==> config.mk <==
export PLATFORM = sky130hd
export DESIGN_NAME = voice_mixer
export DESIGN_NICKNAME = d
export VERILOG_FILES = /design/src/rtl/voice_mixer_pkg.sv /design/src/rtl/mix_capture_lane.sv /design/src/rtl/voice_mixer.sv
export SDC_FILE = /design/constraint.sdc
export NUM_CORES = 1
export LEC_CHECK = 0
export ABC_AREA = 1
export BUFFER_PORTS_ARGS = -buffer_cell sky130_fd_sc_hd__buf_2
export CORE_MARGIN = 2
export CORE_UTILIZATION = 41
export DETAILED_ROUTE_END_ITERATION = 8
export PLACE_DENSITY_LB_ADDON = 0.12
export SYNTH_ARGS = -nofsm -noshare
export SYNTH_HDL_FRONTEND = slang
export SYNTH_SLANG_ARGS = --single-unit
==> constraint.sdc <==
create_clock -name clk -period 3.8 [get_ports clk]
set_input_delay 0.38 -clock clk [delete_from_list [all_inputs] [get_ports clk]]
set_output_delay 0.38 -clock clk [all_outputs]
set_load 0.02 [all_outputs]
==> src/rtl/voice_mixer_pkg.sv <==
// rtl/voice_mixer_pkg.sv - shared widths, state encoding and output scaling for voice_mixer
// Optional feature macro: VOICE_MIXER_SAT_EN (saturating full-scale output instead of 1/4 attenuation)
package voice_mixer_pkg;

  localparam int SAMPLE_W   = 18;
  localparam int NUM_VOICES = 3;
  localparam int ACC_W      = 20;

  localparam logic signed [SAMPLE_W-1:0] SAT_MAX = 18'sh1FFFF;
  localparam logic signed [SAMPLE_W-1:0] SAT_MIN = 18'sh20000;

  typedef enum logic [1:0] {
    ST_IDLE = 2'd0,
    ST_WAIT = 2'd1,
    ST_SUM  = 2'd2,
    ST_OUT  = 2'd3
  } state_e;

  // Reduce the 20-bit three-voice sum to the 18-bit codec sample.
  function automatic logic signed [SAMPLE_W-1:0] scale_sum(input logic signed [ACC_W-1:0] acc);
`ifdef VOICE_MIXER_SAT_EN
    if (acc > ACC_W'(SAT_MAX)) begin
      return SAT_MAX;
    end else if (acc < ACC_W'(SAT_MIN)) begin
      return SAT_MIN;
    end else begin
      return acc[SAMPLE_W-1:0];
    end
`else
    // Three full-scale voices need 20 bits; dropping two LSBs always fits.
    return SAMPLE_W'(acc >>> 2);
`endif
  endfunction

endpackage

==> src/rtl/mix_capture_lane.sv <==
// rtl/mix_capture_lane.sv - one voice's sample capture register and got flag
// Ports:
//   clk, reset       clock, asynchronous active-high reset
//   clr_i            zero the capture and got flag (start of a new mix)
//   load_i           capture din_i and set got flag (latest load wins)
//   din_i            signed voice sample
//   data_o, got_o    held capture and whether this voice has reported
module mix_capture_lane
  import voice_mixer_pkg::*;
(
  input  logic                       clk,
  input  logic                       reset,
  input  logic                       clr_i,
  input  logic                       load_i,
  input  logic signed [SAMPLE_W-1:0] din_i,
  output logic signed [SAMPLE_W-1:0] data_o,
  output logic                       got_o
);

  logic signed [SAMPLE_W-1:0] data_q;
  logic                       got_q;

  always_ff @(posedge clk or posedge reset) begin
    if (reset) begin
      data_q <= '0;
      got_q  <= 1'b0;
    end else if (clr_i) begin
      data_q <= '0;
      got_q  <= 1'b0;
    end else if (load_i) begin
      data_q <= din_i;
      got_q  <= 1'b1;
    end
  end

  assign data_o = data_q;
  assign got_o  = got_q;

endmodule

==> src/rtl/voice_mixer.sv <==
// rtl/voice_mixer.sv - collects three voice samples per codec request and mixes them to one
// Optional feature macro: VOICE_MIXER_SAT_EN (see voice_mixer_pkg::scale_sum)
// Ports:
//   clk, reset                  clock, asynchronous active-high reset
//   codec_request               one-cycle pulse, codec wants a new sample
//   voice_active[2:0]           voices currently holding a note
//   sample_in1..3, sample_ready1..3   per-voice sample and valid pulse
//   clear_errors                synchronous clear of sticky flags
//   generate_next_sample        one-cycle request to the note player
//   sample_out, sample_valid    mixed sample (held) and its update pulse
//   busy                        not IDLE
//   overrun_err, timeout_err    sticky error flags
module voice_mixer
  import voice_mixer_pkg::*;
#(
  parameter int TIMEOUT = 64,
  parameter int TIMER_W = 7
) (
  input  logic                       clk,
  input  logic                       reset,
  input  logic                       codec_request,
  input  logic [NUM_VOICES-1:0]      voice_active,
  input  logic signed [SAMPLE_W-1:0] sample_in1,
  input  logic signed [SAMPLE_W-1:0] sample_in2,
  input  logic signed [SAMPLE_W-1:0] sample_in3,
  input  logic                       sample_ready1,
  input  logic                       sample_ready2,
  input  logic                       sample_ready3,
  input  logic                       clear_errors,
  output logic                       generate_next_sample,
  output logic signed [SAMPLE_W-1:0] sample_out,
  output logic                       sample_valid,
  output logic                       busy,
  output logic                       overrun_err,
  output logic                       timeout_err
);

  state_e                     state_q, state_d;
  logic [TIMER_W-1:0]         timer_q, timer_d;
  logic [NUM_VOICES-1:0]      mask_q, mask_d;
  logic                       gen_q;
  logic signed [SAMPLE_W-1:0] out_q;
  logic                       overrun_q, timeout_q;

  logic [NUM_VOICES-1:0]      ready_v, load_v, got_v;
  logic signed [SAMPLE_W-1:0] din_v [NUM_VOICES];
  logic signed [SAMPLE_W-1:0] cap_v [NUM_VOICES];
  logic signed [ACC_W-1:0]    acc;
  logic                       start, all_in, timer_exp, overrun_set, timeout_set;

  assign ready_v  = {sample_ready3, sample_ready2, sample_ready1};
  assign din_v[0] = sample_in1;
  assign din_v[1] = sample_in2;
  assign din_v[2] = sample_in3;

  // Only voices latched as active at request time are captured, and only in WAIT.
  assign load_v    = (state_q == ST_WAIT) ? (ready_v & mask_q) : '0;
  assign start     = (state_q == ST_IDLE) && codec_request;
  // Includes this cycle's readies so completion is taken on the capturing edge.
  assign all_in    = ((got_v | load_v) == mask_q);
  assign timer_exp = (timer_q == TIMER_W'(TIMEOUT - 1));

  assign overrun_set = (state_q != ST_IDLE) && codec_request;
  assign timeout_set = (state_q == ST_WAIT) && !all_in && timer_exp;

  for (genvar n = 0; n < NUM_VOICES; n++) begin : g_lane
    mix_capture_lane u_lane (
      .clk    (clk),
      .reset  (reset),
      .clr_i  (start),
      .load_i (load_v[n]),
      .din_i  (din_v[n]),
      .data_o (cap_v[n]),
      .got_o  (got_v[n])
    );
  end

  // Lanes that never reported contribute zero.
  always_comb begin
    acc = '0;
    for (int n = 0; n < NUM_VOICES; n++) begin
      if (got_v[n]) acc = acc + ACC_W'(cap_v[n]);
    end
  end

  always_ff @(posedge clk or posedge reset) begin
    if (reset) begin
      state_q   <= ST_IDLE;
      timer_q   <= '0;
      mask_q    <= '0;
      gen_q     <= 1'b0;
      out_q     <= '0;
      overrun_q <= 1'b0;
      timeout_q <= 1'b0;
    end else begin
      state_q   <= state_d;
      timer_q   <= timer_d;
      mask_q    <= mask_d;
      gen_q     <= start && (voice_active != '0);
      if (state_q == ST_SUM) out_q <= scale_sum(acc);
      // Set beats a simultaneous clear.
      overrun_q <= overrun_set | (overrun_q & ~clear_errors);
      timeout_q <= timeout_set | (timeout_q & ~clear_errors);
    end
  end

  always_comb begin
    state_d = state_q;
    timer_d = timer_q;
    mask_d  = mask_q;
    case (state_q)
      ST_IDLE: begin
        if (codec_request) begin
          mask_d  = voice_active;
          timer_d = '0;
          state_d = (voice_active == '0) ? ST_SUM : ST_WAIT;
        end
      end
      ST_WAIT: begin
        if (all_in || timer_exp) begin
          state_d = ST_SUM;
        end else begin
          timer_d = timer_q + TIMER_W'(1);
        end
      end
      ST_SUM:  state_d = ST_OUT;
      ST_OUT:  state_d = ST_IDLE;
      default: state_d = ST_IDLE;
    endcase
  end

  always_comb begin
    busy         = (state_q != ST_IDLE);
    sample_valid = (state_q == ST_OUT);
  end

  assign generate_next_sample = gen_q;
  assign sample_out           = out_q;
  assign overrun_err          = overrun_q;
  assign timeout_err          = timeout_q;

endmodule

==> results of run 1 <==
-- metrics by stage --
step	instances	utilization, %	power, mW
2_1_floorplan	973	-	0.9937
3_5_place_dp	1275	46.93	1.037
3_3_place_gp	1275	46.93	1.037
4_1_cts	1291	48.83	1.951
6_report	1291	50.27	1.934
5_1_grt	1291	50.27	2.000
-- what timing repair did --
| action | CTS | global route |
|---|---|---|
| gates resized for setup | 0 | 59 |
| endpoints found under the setup margin | 0 | 13 |
| setup buffers | 0 | 0 |
-- power by group --
group | total (mW) | internal [mW] | switching [mW]
clock network | 0.917 | 0.477 | 0.440
logic | 0.0581 | 0.0255 | 0.0326
registers | 0.958 | 0.958 | 0.000328
-- metal layers --
layer / up-vias / wire length, µm
met5: - / 0
met4: 0 / 429
met3: 24 / 904
met2: 172 / 8428
met1: 3028 / 9996
li1: 3373 / -
-- cell families after synthesis --
group,share of synthesized area (%)
adders and majority gates,7.480
xor gates and xnor gates,1.322
buffers and inverters,8.821
AOI/OAI and AO/OA,10.69
DFF,34.00
muxes,0.3022
and+or+nand+nor,37.38
-- cell type report --
type                       instances  area [µm²]
clock buffer                      10       239.0
clock inverter                     6       61.31
fill                            1640        7871
inverter                         115       432.9
multi-input combinational        735        4021
sequential                        90        2253
tap                              216       270.3
timing repair buffer             119       678.2
-- worst register-to-register path, cell delays in order (launching register included) --
cell and delay (ps):
dfrtp_2 440, buf_4 180, nand2_1 60, inv_1 80, ha_4 300, inv_1 70
o21ai_0 240, o21bai_2 200, a21oi_2 90, nand2_1 70, nand2_1 50, nand3_1 90
nand2_1 140, ha_4 320, inv_1 80, nor3_2 180, and2_1 180, nand4_1 130
nand3_1 150, a21oi_1 70, o21ai_0 80, nand2_1 70, inv_1 70, nand2_1 50
nand2_1 50
-- flip-flops by register name, summed over array words and instances (netlist names) --
name and count:
g_lane.u_lane.data_o 54, g_lane.u_lane.got_o 3, generate_next_sample 1, mask_q 3, overrun_err 1, sample_out 18, state_q 2, timeout_err 1
timer_q 7
-- layout by cell type, fill, tap and decap left out, types with 9 or more instances in the layout --
master     Yosys  layout
inv_2         10      10
nand4_1        9       9
o21ai_0       48      39
inv_1        103     102
nor2_1        62      56
nor2_2         4      10
ha_1          38      26
o21ai_1        9      14
nand3_1      161     161
buf_2          4      86
a21oi_1       37      28
nand2_2       13      20
buf_4          0      33
a21oi_2        1      10
dfrtp_1       90      89
nand2_1      285     277
clkbuf_16      0       9
-- worst paths after layout --
kind / depth (start not counted) / end / start / slack (ps)
max: 24 / sample_out[16]$_DFFE_PP0P_ / g_lane[0].u_lane.got_o$_DFFE_PP0P_ / 300
min: 2 / g_lane[1].u_lane.data_o[12]$_DFFE_PP0P_ / reset / 80
max reg2reg: 24 / sample_out[16]$_DFFE_PP0P_ / g_lane[0].u_lane.got_o$_DFFE_PP0P_ / 300
min reg2reg: 1 / timer_q[6]$_DFFE_PP0P_ / timer_q[6]$_DFFE_PP0P_ / 450
max in group asynchronous: 3 / sample_out[17]$_DFFE_PP0P_ / reset / 2850
min in group clk: 2 / overrun_err$_DFF_PP0_ / clear_errors / 210
==> flow_summary.toml, run 1 <==
[synth]
synth_enable_flop_cells = 0
synth_flop_cell = "dfrtp_1"
ys_top_cells_by_count = "nand2_1 (285), nand3_1 (161), inv_1 (103)"
seq_area_frac_synth_pct = 34.00
synth_seq_cells = 90
ys_types = 45
syn_nets = 1076
async_reset_ff_share_pct = 100.0
synth_top_cell_area_share_pct = 34.00
synth_area_leader_cell = "dfrtp_1"
synthMostInstantiatedCell = "nand2_1"
yosys_warnings = 0
syn_area_um2 = 6624
synth_area_leaders = "dfrtp_1 (34%), nand2_1 (16%), nand3_1 (12%), ha_1 (7.2%), inv_1 (5.8%)"
syn_avg_cell_area_um2 = 6.808
synthCells = 973

[timing]
skew_ps = 10.24
slew_headroom_pct = 45.06
maxSlewViolCount = 0
rsz0062_at_grt = "yes"
hold_slack_ps = 81.51
fin_tns_setup_ps = 0
period_needed_ps = 3505
finalWorstSetupSlack_ps = 295.2
worst_pin_slew_ps = 822.1
max_freq_mhz = 285.3
finalSetupViolCount = 0
hold_violations = 0
finalCritPeriodShare_pct = 92.23

[clock_network]
cts.sinks = 90
root_buffer = "clkbuf_16"
clk_pin_slew_ps = 80
clockBufferDepth = 2
htreeDepth = 3
cts_hold_repair.buffers = 0
cts_made_buffers = 9
clk_latency_ps = 360
cts_tree = "done"

[cells_and_area]
antenna_cells = 0
nets = 1173
final_area_um2 = 7956
syn2layout_area_growth_pct = 20.12
drive_gt1_share_pct = 20.84

[drt]
drc = 0
finalWirelength_mm = 19.76
vias = 6597
drt_iter0_markers = 469
viasPerCell = 5.110
wl_per_cell_um = 15.31
detail-route-antenna-nets = 0
drtPass1Iterations = 5

[global_route]
grt_use_met2_pct = 34.50
met1_usage_pct = 35.39
grt_pass1_wl_mm = 32.17
grt_max_degree = 55
use_met3_pct = 2.623
busiest_layer = "met1"
grtUsageTotal_pct = 23.33
grt_pass1_vias = 6221
overflow = 0
antenna_found_initial = 0

[floorplan]
die_area_um2 = 17190
fp.dieW_um = 131.1
die_h_um = 131.1
core_area_um2 = 15830
rows = 46
ios = 87
initial_core_util_pct = 41.85

[setup_path]
crit_chain = "buf_4, nand2_1, inv_1, ha_4, inv_1, o21ai_0, o21bai_2, a21oi_2, nand2_1, nand2_1, nand3_1, nand2_1, ha_4, inv_1, nor3_2, and2_1, nand4_1, nand3_1, a21oi_1, o21ai_0, nand2_1, inv_1, nand2_1, nand2_1"
crit_type = "flop to flop"
critical-path-top-delay-family = "simple AND/OR/NAND/NOR gates"
cp.arrival_ps = 3800
crit_path_frequent_cell = "nand2_1"
crit_slowest_cell = "dfrtp_2"
path_max_fanout = 10
crit_buf_inv = 5
cp-end-kind = "flop"
cp-start-kind = "flop"
cp.required_ps = 4090
crit_path_max_incr_delay_ps = 440

[outcome]
status = "completed"

[place]
hpwl_mm = 15.59
post-place-ws_ps = 105.8
post_dp_cell_area_um2 = 7428
io_buffers = 86
place_congestion = 0.9628

[power_and_ir_drop]
ir_worst_vdd_mv = 0.2076
p_leak_nw = 4.416
p_per_area_nw_per_um2 = 243.0

[flow_run]
cap_viol_max_count = 0

[hold_path]
worstHoldPathType = "input port to async pin"
Note: power is estimated with default switching activity, not from simulation.
==> run 2: changes to the inputs <==
REMOVE_ABC_BUFFERS = 1   (was default)
==> flow_summary.toml, run 2 (synthesized netlist as in run 1, its figures left out) <==
[outcome]
status = "completed"

[floorplan]
initial_core_util_pct = 41.85
core_area_um2 = 15830
rows = 46
ios = 87
die_area_um2 = 17190
fp.dieW_um = 131.1
die_h_um = 131.1

[cells_and_area]
drive_gt1_share_pct = 20.66
antenna_cells = 0
num-fill-cells = 1625
final_area_um2 = 8025
syn2layout_area_growth_pct = 21.16
nets = 1182
final_cell_mix = "nand2_1 (274), nand3_1 (159), inv_1 (101)"
largest_register_ffs = 54
final_common_cell = "nand2_1"

[clock_network]
cts_made_buffers = 9
clk_pin_slew_ps = 70
root_buffer = "clkbuf_16"
clk_latency_ps = 350
clockBufferDepth = 2
htreeDepth = 3
cts_tree = "done"
cts.sinks = 90

[drt]
drtPass1Iterations = 5
viasPerCell = 4.995
finalWirelength_mm = 18.51
detail-route-antenna-nets = 0
drc = 0
vias = 6493
wl_per_cell_um = 14.23
drt_iter0_markers = 346

[timing]
hold_slack_ps = 212.4
slew_headroom_pct = 45.89
skew_ps = 9.122
maxSlewViolCount = 0
finalCritPeriodShare_pct = 94.23
finalSetupViolCount = 0
period_needed_ps = 3581
max_freq_mhz = 279.3
rsz0062_at_grt = "yes"
hold_violations = 0
worst_pin_slew_ps = 810.8

[setup_path]
cp-end-kind = "flop"
crit_type = "flop to flop"
cp.required_ps = 4030
cp-start-kind = "flop"
r2r_cells = 24
cp.arrival_ps = 3810
path_max_fanout = 5

[flow_run]
cap_viol_max_count = 0

[power_and_ir_drop]
p_per_area_nw_per_um2 = 237.7
p_leak_nw = 4.448
ir_worst_vdd_mv = 0.2103

[place]
io_buffers = 86
hpwl_mm = 14.00
place_congestion = 0.9560
post_dp_cell_area_um2 = 7426

[global_route]
antenna_found_initial = 0
grt_pass1_vias = 6358
grt_pass1_wl_mm = 31.05
grtUsageTotal_pct = 22.07
overflow = 0
grt_max_degree = 81

[hold_path]
whs_path_depth = 2
worstHoldPathType = "input port to flop"
run 2: cell count changes in the layout (fill, tap and decap cells not counted), sizes merged:
cell | previous run | this run
inv | 114 | 112
bufinv | 0 | 1
clkinvlp | 1 | 2
clkbuf | 10 | 11
dlygate4sd3 | 0 | 1
buf | 119 | 127
clkinv | 6 | 5
run 2: what timing repair did:
action	in CTS	in global routing
endpoints found under the setup margin	1	10
hold endpoints to repair	10	0
pin swaps	0	14
gates resized for setup	1	55
hold buffers	1	0
buffers inserted	0	10
run 2: metrics by stage:
stage / utilization, % / instances / power [mW] / TNS (ps) / setup WS, ps
after floorplan: - / 940 / 0.9937 / 0 / 85.81
after global placement: 46.92 / 1273 / 1.036 / -24.78 / -24.78
after detailed placement: 46.92 / 1273 / 1.037 / -52.19 / -52.19
after CTS: 48.84 / 1290 / 1.935 / 0 / 40.87
after global routing: 50.70 / 1300 / 1.982 / -169.9 / -94.56
final: 50.70 / 1300 / 1.907 / 0 / 219.3
run 2: routing by layer:
metal / share of wire (%) / global-route usage (%) / wire length (µm) / up-vias
li1: - / - / - / 3397
met1: 49 / 30.17 / 9138 / 2950
met2: 46 / 36.49 / 8525 / 121
met3: 2.8 / 3.279 / 520 / 25
met4: 1.7 / 6.220 / 320 / 0
met5: 0 / 0 / 0 / -
run 2: area by class of cell:
class | instances | area [µm²] | area share (%)
Clock inverter | 5 | 55.05 | 0.6860
Tap cell | 216 | 270.3 | 3.368
Multi-Input combinational cell | 735 | 4014 | 50.02
Timing Repair Buffer | 128 | 768.2 | 9.573
Inverter | 115 | 432.9 | 5.394
Sequential cell | 90 | 2252 | 28.06
Clock buffer | 11 | 232.7 | 2.900
run 2: power breakdown:
part	switching, mW	internal, mW
logic	0.0317	0.0268
clock network	0.382	0.508
registers	0.000286	0.959
total	0.414	1.49
run 2: path summary, 6_finish.rpt:
check                                              startpoint                                       to  slack [ps]
max                        g_lane[0].u_lane.got_o$_DFFE_PP0P_               sample_out[15]$_DFFE_PP0P_         220
min                                              clear_errors                    overrun_err$_DFF_PP0_         210
max reg2reg                g_lane[0].u_lane.got_o$_DFFE_PP0P_               sample_out[15]$_DFFE_PP0P_         220
min reg2reg                            timer_q[6]$_DFFE_PP0P_                   timer_q[6]$_DFFE_PP0P_         450
max in group asynchronous                               reset  g_lane[2].u_lane.data_o[16]$_DFFE_PP0P_        2600
min in group asynchronous                               reset                   timer_q[5]$_DFFE_PP0P_         490
run 2: worst max-delay path: stages (launching register included):
cell and delay [ps]:
dfrtp_1 420, nand2_2 100, inv_1 60, ha_1 260
nand2_1 60, inv_1 40, o21ai_0 150, nand2_1 170
nand2_1 120, nand2_1 80, nand2_1 80, nand2_2 90
xor2_2 160, mux2i_2 100, buf_4 140, ha_1 330
nand2_2 110, nor4_4 340, nand4_1 220, nand4_1 140
nand3_1 80, nand2_1 70, inv_1 50, nand2_1 60
nand2_1 50
